`src/rtl/lv_wdg_win_ctrl.sv`:
```
`default_nettype none
// ============================================================================
// Module   : lv_wdg_win_ctrl
// Purpose  : Windowed watchdog for the LV die. Times MCU refresh writes
//            arriving over SPI while the control FSM holds the scan enable.
//            Timeouts, early refreshes and bad keys raise a sticky error flag
//            that feeds the control FSM's watchdog-timeout error input.
// Ports    : i_clk / i_rst        clock, asynchronous active-high reset
//            i_wdg_scan_en        level enable from the control FSM
//            i_wdg_refresh        one-cycle refresh write pulse
//            i_wdg_key            refresh data, sampled with i_wdg_refresh
//            i_reg_wdg_presc      one tick every presc+1 clocks
//            i_reg_wdg_win_th     closed-window length in ticks
//            i_reg_wdg_tmo_th     timeout in ticks since last good refresh
//            i_reg_wdg_err_clr    one-cycle pulse clearing the error flag
//            o_wdg_tmo_err        sticky error flag
//            o_wdg_err_code       first error: 01 tmo, 10 early, 11 bad key
//            o_wdg_refresh_ok     one-cycle pulse per accepted refresh
//            o_wdg_cnt            current tick count
//            o_wdg_st             IDLE=0, CLOSED=1, OPEN=2, EXPIRED=3
// Revision : 1.0 - initial release
// ============================================================================
module lv_wdg_win_ctrl #(
    parameter int          CNT_W   = 16,
    parameter int          PRESC_W = 8,
    parameter logic [7:0]  WDG_KEY = 8'hA5
) (
    input  logic               i_clk,
    input  logic               i_rst,
    input  logic               i_wdg_scan_en,
    input  logic               i_wdg_refresh,
    input  logic [7:0]         i_wdg_key,
    input  logic [PRESC_W-1:0] i_reg_wdg_presc,
    input  logic [CNT_W-1:0]   i_reg_wdg_win_th,
    input  logic [CNT_W-1:0]   i_reg_wdg_tmo_th,
    input  logic               i_reg_wdg_err_clr,
    output logic               o_wdg_tmo_err,
    output logic [1:0]         o_wdg_err_code,
    output logic               o_wdg_refresh_ok,
    output logic [CNT_W-1:0]   o_wdg_cnt,
    output logic [1:0]         o_wdg_st
);

    typedef enum logic [1:0] {
        ST_IDLE    = 2'd0,
        ST_CLOSED  = 2'd1,
        ST_OPEN    = 2'd2,
        ST_EXPIRED = 2'd3
    } state_t;

    localparam logic [1:0] c_code_tmo   = 2'b01;
    localparam logic [1:0] c_code_early = 2'b10;
    localparam logic [1:0] c_code_key   = 2'b11;

    localparam logic [CNT_W-1:0]   c_cnt_one   = {{(CNT_W-1){1'b0}}, 1'b1};
    localparam logic [PRESC_W-1:0] c_presc_one = {{(PRESC_W-1){1'b0}}, 1'b1};

    state_t             state_q, state_d;
    logic [CNT_W-1:0]   cnt_q, cnt_d;
    logic [PRESC_W-1:0] presc_q, presc_d;
    logic               err_q, err_d;
    logic [1:0]         code_q, code_d;
    logic               ok_q, ok_d;

    logic               w_tick;
    logic               w_key_ok;
    logic               w_tmo_hit;
    logic [CNT_W-1:0]   w_cnt_run;
    logic [PRESC_W-1:0] w_presc_run;
    logic               w_new_err;
    logic [1:0]         w_new_code;

    assign w_tick    = (presc_q == i_reg_wdg_presc);
    assign w_key_ok  = (i_wdg_key == WDG_KEY);
    assign w_tmo_hit = (cnt_q >= i_reg_wdg_tmo_th);

    // Counter/prescaler values for a cycle spent counting in CLOSED or OPEN.
    // The counter saturates instead of wrapping so a huge timeout cannot
    // alias back into the closed window.
    always_comb begin
        w_cnt_run   = cnt_q;
        w_presc_run = presc_q + c_presc_one;
        if (w_tick) begin
            w_presc_run = '0;
            if (cnt_q != {CNT_W{1'b1}}) begin
                w_cnt_run = cnt_q + c_cnt_one;
            end
        end
    end

    // Next-state logic. Conditions inside each state are in priority order.
    // Every transition into EXPIRED leaves the counter untouched so the value
    // that caused the error stays visible for readback.
    always_comb begin
        state_d    = state_q;
        cnt_d      = cnt_q;
        presc_d    = presc_q;
        ok_d       = 1'b0;
        w_new_err  = 1'b0;
        w_new_code = 2'b00;

        if (!i_wdg_scan_en) begin
            state_d = ST_IDLE;
            cnt_d   = '0;
            presc_d = '0;
        end else begin
            unique case (state_q)
                ST_IDLE: begin
                    state_d = ST_CLOSED;
                    cnt_d   = '0;
                    presc_d = '0;
                end
                ST_CLOSED: begin
                    if (w_tmo_hit) begin
                        w_new_err  = 1'b1;
                        w_new_code = c_code_tmo;
                    end else if (i_wdg_refresh && !w_key_ok) begin
                        w_new_err  = 1'b1;
                        w_new_code = c_code_key;
                    end else if (i_wdg_refresh) begin
                        w_new_err  = 1'b1;
                        w_new_code = c_code_early;
                    end else begin
                        cnt_d   = w_cnt_run;
                        presc_d = w_presc_run;
                        if (cnt_q >= i_reg_wdg_win_th) begin
                            state_d = ST_OPEN;
                        end
                    end
                end
                ST_OPEN: begin
                    if (w_tmo_hit) begin
                        w_new_err  = 1'b1;
                        w_new_code = c_code_tmo;
                    end else if (i_wdg_refresh && !w_key_ok) begin
                        w_new_err  = 1'b1;
                        w_new_code = c_code_key;
                    end else if (i_wdg_refresh) begin
                        state_d = ST_CLOSED;
                        cnt_d   = '0;
                        presc_d = '0;
                        ok_d    = 1'b1;
                    end else begin
                        cnt_d   = w_cnt_run;
                        presc_d = w_presc_run;
                    end
                end
                ST_EXPIRED: begin
                    if (i_reg_wdg_err_clr) begin
                        state_d = ST_CLOSED;
                        cnt_d   = '0;
                        presc_d = '0;
                    end
                end
                default: begin
                    state_d = ST_IDLE;
                end
            endcase
            if (w_new_err) begin
                state_d = ST_EXPIRED;
            end
        end
    end

    // Error flag and code. Only the first error is recorded, but a clear in
    // the same cycle as a new error lets the new code through.
    always_comb begin
        err_d  = err_q;
        code_d = code_q;
        if (w_new_err) begin
            err_d = 1'b1;
            if (!err_q || i_reg_wdg_err_clr) begin
                code_d = w_new_code;
            end
        end else if (i_reg_wdg_err_clr) begin
            err_d  = 1'b0;
            code_d = 2'b00;
        end
    end

    always_ff @(posedge i_clk or posedge i_rst) begin
        if (i_rst) begin
            state_q <= ST_IDLE;
            cnt_q   <= '0;
            presc_q <= '0;
            err_q   <= 1'b0;
            code_q  <= 2'b00;
            ok_q    <= 1'b0;
        end else begin
            state_q <= state_d;
            cnt_q   <= cnt_d;
            presc_q <= presc_d;
            err_q   <= err_d;
            code_q  <= code_d;
            ok_q    <= ok_d;
        end
    end

    assign o_wdg_tmo_err    = err_q;
    assign o_wdg_err_code   = code_q;
    assign o_wdg_refresh_ok = ok_q;
    assign o_wdg_cnt        = cnt_q;
    assign o_wdg_st         = state_q;

endmodule
`default_nettype wire
```
`config.mk`:
```
export PLATFORM = sky130hd
export DESIGN_NAME = lv_wdg_win_ctrl
export DESIGN_NICKNAME = d
export VERILOG_FILES = /design/src/rtl/lv_wdg_win_ctrl.sv
export SDC_FILE = /design/constraint.sdc
export NUM_CORES = 1
export LEC_CHECK = 0
export BUFFER_PORTS_ARGS = -buffer_cell sky130_fd_sc_hd__buf_2
export CORE_MARGIN = 2
export CORE_UTILIZATION = 40
export DETAILED_ROUTE_END_ITERATION = 10
export GPL_TIMING_DRIVEN = 0
export PLACE_DENSITY = 0.76
export SETUP_SLACK_MARGIN = 0.05
export SLEW_MARGIN = 20
export SYNTH_ARGS = -nofsm -noshare
export SYNTH_HDL_FRONTEND = slang
export SYNTH_SLANG_ARGS = --single-unit
```
`constraint.sdc`:
```
create_clock -name i_clk -period 4.6 [get_ports i_clk]
set_input_delay 0.46 -clock i_clk [delete_from_list [all_inputs] [get_ports i_clk]]
set_output_delay 0.46 -clock i_clk [all_outputs]
set_load 0.01 [all_outputs]
```
# Word level (Yosys, flattened, before mapping)
# Index checks and enable logic that the tools add are counted.
[word_totals] register_bits=30 in_bits=53 output_inout_bits=22 word_cells=96
[classes] addsub=2 n_lt_le_gt_ge=2 eq_ne=21 mux=56 reduce_logical=9
[ops] cell="$mux 16" n=10
[ops] cell="$mux 8" n=9
[ops] cell="$pmux 16 s4" n=1
[ops] cell="$mux 2" n=19
[ops] cell="$ge 16x16->1" n=2
[ops] cell="$ne 4x4->1 const B" n=8
[ops] cell="$pmux 8 s4" n=1
[ops] cell="$ne 3x3->1 const B" n=6
[ops] cell="$add 16x1->16 const B" n=1
[ops] cell="$ne 16x16->1 const B" n=1
[ops] cell="$mux 1" n=13
[ops] cell="$add 8x1->8 const B" n=1
[ops] cell="$eq 8x8->1" n=1
[ops] cell="$eq 8x8->1 const B" n=1
[ops] cell="$pmux 2 s4" n=1
[ops] cell="$reduce_and 8->1" n=1
[ops] cell="$reduce_and 6->1" n=1
[ops] cell="$eq 2x2->1 const B" n=2
[ops] cell="$pmux 2 s2" n=1
[ops] cell="$eq 2x1->1 const B" n=1
[ops] cell="$logic_not 1->1" n=2
[ops] cell="$logic_not 2->1" n=1
[ops] cell="$ne 2x1->1 const B" n=1
[ops] cell="$pmux 1 s2" n=1
[ops] cell="other kinds (4)" n=4

# Depth between registers and ports, before layout
[logic_depth] depth_word=10 depth_mapped=10 depth_no_buf=9

# Worst setup path after synthesis
# No wires, ideal clock.
[synth_path] path_kind="register to register" from="reg cnt_q[0] (netlist: o_wdg_cnt[0])" to="reg presc_q[6]" setup_ns=0.081 arrival_ns=2.464 required_time_ns=4.519 setup_slack_ns=2.055 stages_incl_launch_ff=10 n_path_buf=0 synth_period_minus_slack_ns=2.545 path_cell_list="dfrtp_1 inv_1 ha_1 nand2b_1 a2111o_1 a32oi_2 a21oi_1 o21a_1 or4_4 o211ai_2"
[synth_via] elab_chain_cells=3 word_cells_on_any_way=4 cone_classes="order compare (1); eq/ne (2); reduce/logical (1)"
[synth_rtl] element="start, declared" line_no="59" text="logic [CNT_W-1:0] cnt_q, cnt_d;"
[synth_rtl] element="start signal, assigned" line_no="191" text="cnt_q <= cnt_d;"
[synth_rtl] element="$ge 16x16->1 (*)" line_no="75" text="assign w_tmo_hit = (cnt_q >= i_reg_wdg_tmo_th);"
[synth_rtl] element="$ne 3x3->1 (no line)"
[synth_rtl] element="$reduce_and 6->1 (no line) (*)"
[synth_rtl] element="end signal, assigned" line_no="192" text="presc_q <= presc_d;"
[synth_rtl] element="end, declared" line_no="60" text="logic [PRESC_W-1:0] presc_q, presc_d;"
# Every way passes the cells marked *; elsewhere a longest branch is shown, timed or not.
# A chain may end at the register's enable or synchronous reset.

# Worst setup path in the final report
[layout_path] from="reg cnt_q[13] (netlist: o_wdg_cnt[13])" to="reg cnt_q[3] (netlist: o_wdg_cnt[3])"
[layout_via] elab_chain_cells=8 word_cells_on_any_way=15 cone_classes="order compare (1); eq/ne (3); mux (10); reduce/logical (1)"
[layout_rtl] element="$ne 16x16->1" line_no="85" text="if (cnt_q != {CNT_W{1'b1}}) begin"
[layout_rtl] element="$mux 16" line_no="85"
[layout_rtl] element="$mux 16" line_no="83" text="if (w_tick) begin"
[layout_rtl] element="$mux 16, on equally long branches" line_no="138, 120"
[layout_rtl] element="$mux 16, on equally long branches" line_no="135, 117"
[layout_rtl] element="$mux 16, on equally long branches" line_no="132, 114"
[layout_rtl] element="$pmux 16 s4" line_no="107" text="unique case (state_q)"
[layout_rtl] element="$mux 16" line_no="102" text="if (!i_wdg_scan_en) begin"
# Parallel ways exist; a longest one is shown, timed or not. The select of a mux whose other input is x is not followed.

==> run summary <==
outcome: complete, no violations
final hold violation count: 0
drt initial violations: 164
Area Growth Syn to Fin: 21.8%
Synth area leader: dfrtp_1
most common cell after layout, fill and taps aside: buf_2
Post-Route WL: 6.09 mm
initial antenna violation count: 0
CTS clk-pin slew, worst paths: 70 ps
Hold Crit Class: in -> async
core area: 6390 um^2
first drt pass iteration count: 4
post-synth top area share: 0.282
setup TNS: 0 ps
first-pass GRT wire length: 10.4 mm
TritonCTS buffer count: 5
ant diodes: 0
Mapped Cells: 323
syn_nets: 413
post-synthesis sequential area ratio: 0.282
Internal: 0.554 mW
Setup CP Type: reg -> reg
CP Data Arrival Time: 3000 ps
io pins: 75
placed instance area: 3130 um^2
Netlist cell types: 43
Mapped Area: 2660 um^2
Net Sw Power: 0.257 mW
largest cells by area after synthesis: dfrtp_1, ha_1, xnor2_1, inv_1, o21ai_0
Die Ht: 85.6 um
remaining global-route overflow: 0
Final Wtd Congestion: 0.831
Total Power: 0.811 mW
Rows: 29
vias in the first global route: 2316
Setup Fix Bufs, Post-CTS: 0
CTS Hold Buffers Added: 0
unrepaired setup endpoints after global routing: false
WP data required: 4760 ps
fin crit period: 2840 ps
Starting Density: 0.417
share of layout cells above drive strength 1: 0.235
Final ANT Viol Nets: 0
fin. max-slew vios: 0
Sw Share: 0.317
DR vias: 2533
Clk Tree Root Cell: clkbuf_8
Final Setup Violations: 0
max cap viols: 0
dpl cells: 474
Pleak: 1.67 nW
latest clock arrival within the worst-skew pair: 280 ps
Die X: 85.6 um
CP endpoint kind: register
hpwl dp: 4.87 mm
Clk pwr share: 0.332
final cycle utilization of the critical path: 0.618
Via-to-Cell Ratio: 5.27
Final Non-Filler Cells: 481
cts repair resizes: 0
Synth Register Bits: 30
Worst Setup Start Kind: register
die area: 7320 um^2
Wirelength per Cell: 12.7 um
post-route cell area: 3240 um^2
fmax: 352 MHz
skew final: 10.5 ps
DRC violations left: 0
syn avg cell area: 8.24 um^2
IO buf count: 74
layout net count: 494
Clock Tree Buf Depth: 2
largest net degree at the start of global routing: 31
Seq pwr share: 0.366
H-tree levels: 2
gr usage total: 0.170
Slew HR: 0.569
most frequent cells in the layout: buf_2, inv_1, ha_1
combinational share of power: 0.303
CTS sink cnt: 30
Cell Pwr Density: 250 nW/um^2
Peak VDD IR: 0.169 mV
largest fanout on the critical path: 10
Post-synth EDFFs: 0
CTS tree: built
ys flop type: dfrtp_1
Ys Warns: 0
ys async rst share: 1.00
worst slew pin tran: 643 ps
worst max-delay path: stages (launching register included):
cell	delay (ps)
dfrtp_1	490
ha_1	350
nand4_1	190
nor4_1	380
a32oi_2	200
a211oi_1	430
buf_2	330
nor3_1	110
xnor2_1	200
nor2_1	60
area by class of cell:
cell class | count | area (um^2)
fillers | 615 | 3140
multi-input cells | 245 | 1730
flip-flops and latches | 30 | 751
repair buffers | 74 | 370
inverters | 43 | 161
well taps | 77 | 96.3
clock buffers | 6 | 82.6
clock inverters | 1 | 30.0
plain buffers | 5 | 22.5
through the flow:
stage	setup slack, ps	utilization	hold WS (ps)
global placement	1810	0.490	480
detailed placement	1710	0.490	482
CTS	1780	0.508	272
finish	1760	0.508	261
floorplan	2050	-	469
global route	1570	0.508	317
layer usage:
metal / up-vias / global-route usage / wire length [um]
li1: 1300 / - / -
met1: 1161 / 0.230 / 2870
met2: 66 / 0.288 / 2840
met3: 6 / 0.0298 / 334
met4: 0 / 0.0303 / 47
met5: - / 0 / 0
synthesized netlist by cell type, drive strengths merged (2+ instances only):
master / instances
nor3: 7
a41oi: 2
a31oi: 3
nor4bb: 2
a21o: 3
ha: 37
nand2: 25
a21oi: 16
and2: 3
xnor2: 19
o21a: 3
nand2b: 8
and3: 4
buf: 3
nand3: 12
a211oi: 3
nand3b: 2
nor2b: 4
nand4: 7
clkbuf: 2
o21ai: 24
o31ai: 5
o2bb2ai: 3
inv: 43
dfrtp: 30
nor4: 10
o211ai: 4
nor2: 28
power by group through the flow:
stage	logic, mW	registers (mW)	clock network, mW
CTS	0.248	0.297	0.279
global placement	0.241	0.301	0
detailed placement	0.246	0.302	0
global route	0.279	0.300	0.291
finish	0.246	0.297	0.269
floorplan	0.165	0.305	0
final timing paths:
| kind | start | end | slack, ps | cells past startpoint |
|---|---|---|---|---|
| max | o_wdg_cnt[13] | o_wdg_cnt[3] | 1760 | 9 |
| min | i_rst | presc_q[5] | 260 | 2 |
| max reg2reg | o_wdg_cnt[13] | o_wdg_cnt[3] | 1760 | 9 |
| min reg2reg | o_wdg_err_code[0] | o_wdg_err_code[0] | 490 | 1 |
| max in group asynchronous | i_rst | o_wdg_err_code[0] | 3930 | 2 |
| min in group i_clk | i_wdg_refresh | o_wdg_refresh_ok | 460 | 3 |
logic make-up (layout without fill, tap and decap cells):
group / count (synthesis) / in the layout / share of synthesized area
compound gates: 73 / 73 / 0.180
fa+ha+maj: 37 / 37 / 0.174
flops: 30 / 30 / 0.282
buf+inv: 48 / 129 / 0.0691
simple gates: 116 / 116 / 0.233
xor+xnor: 19 / 19 / 0.0625
state kept, by name, summed over array words and instances, names as in the netlist:
name	cells
o_wdg_tmo_err	1
o_wdg_refresh_ok	1
presc_q	8
o_wdg_cnt	16
o_wdg_st	2
o_wdg_err_code	2
(Power assumes the default switching activity.)
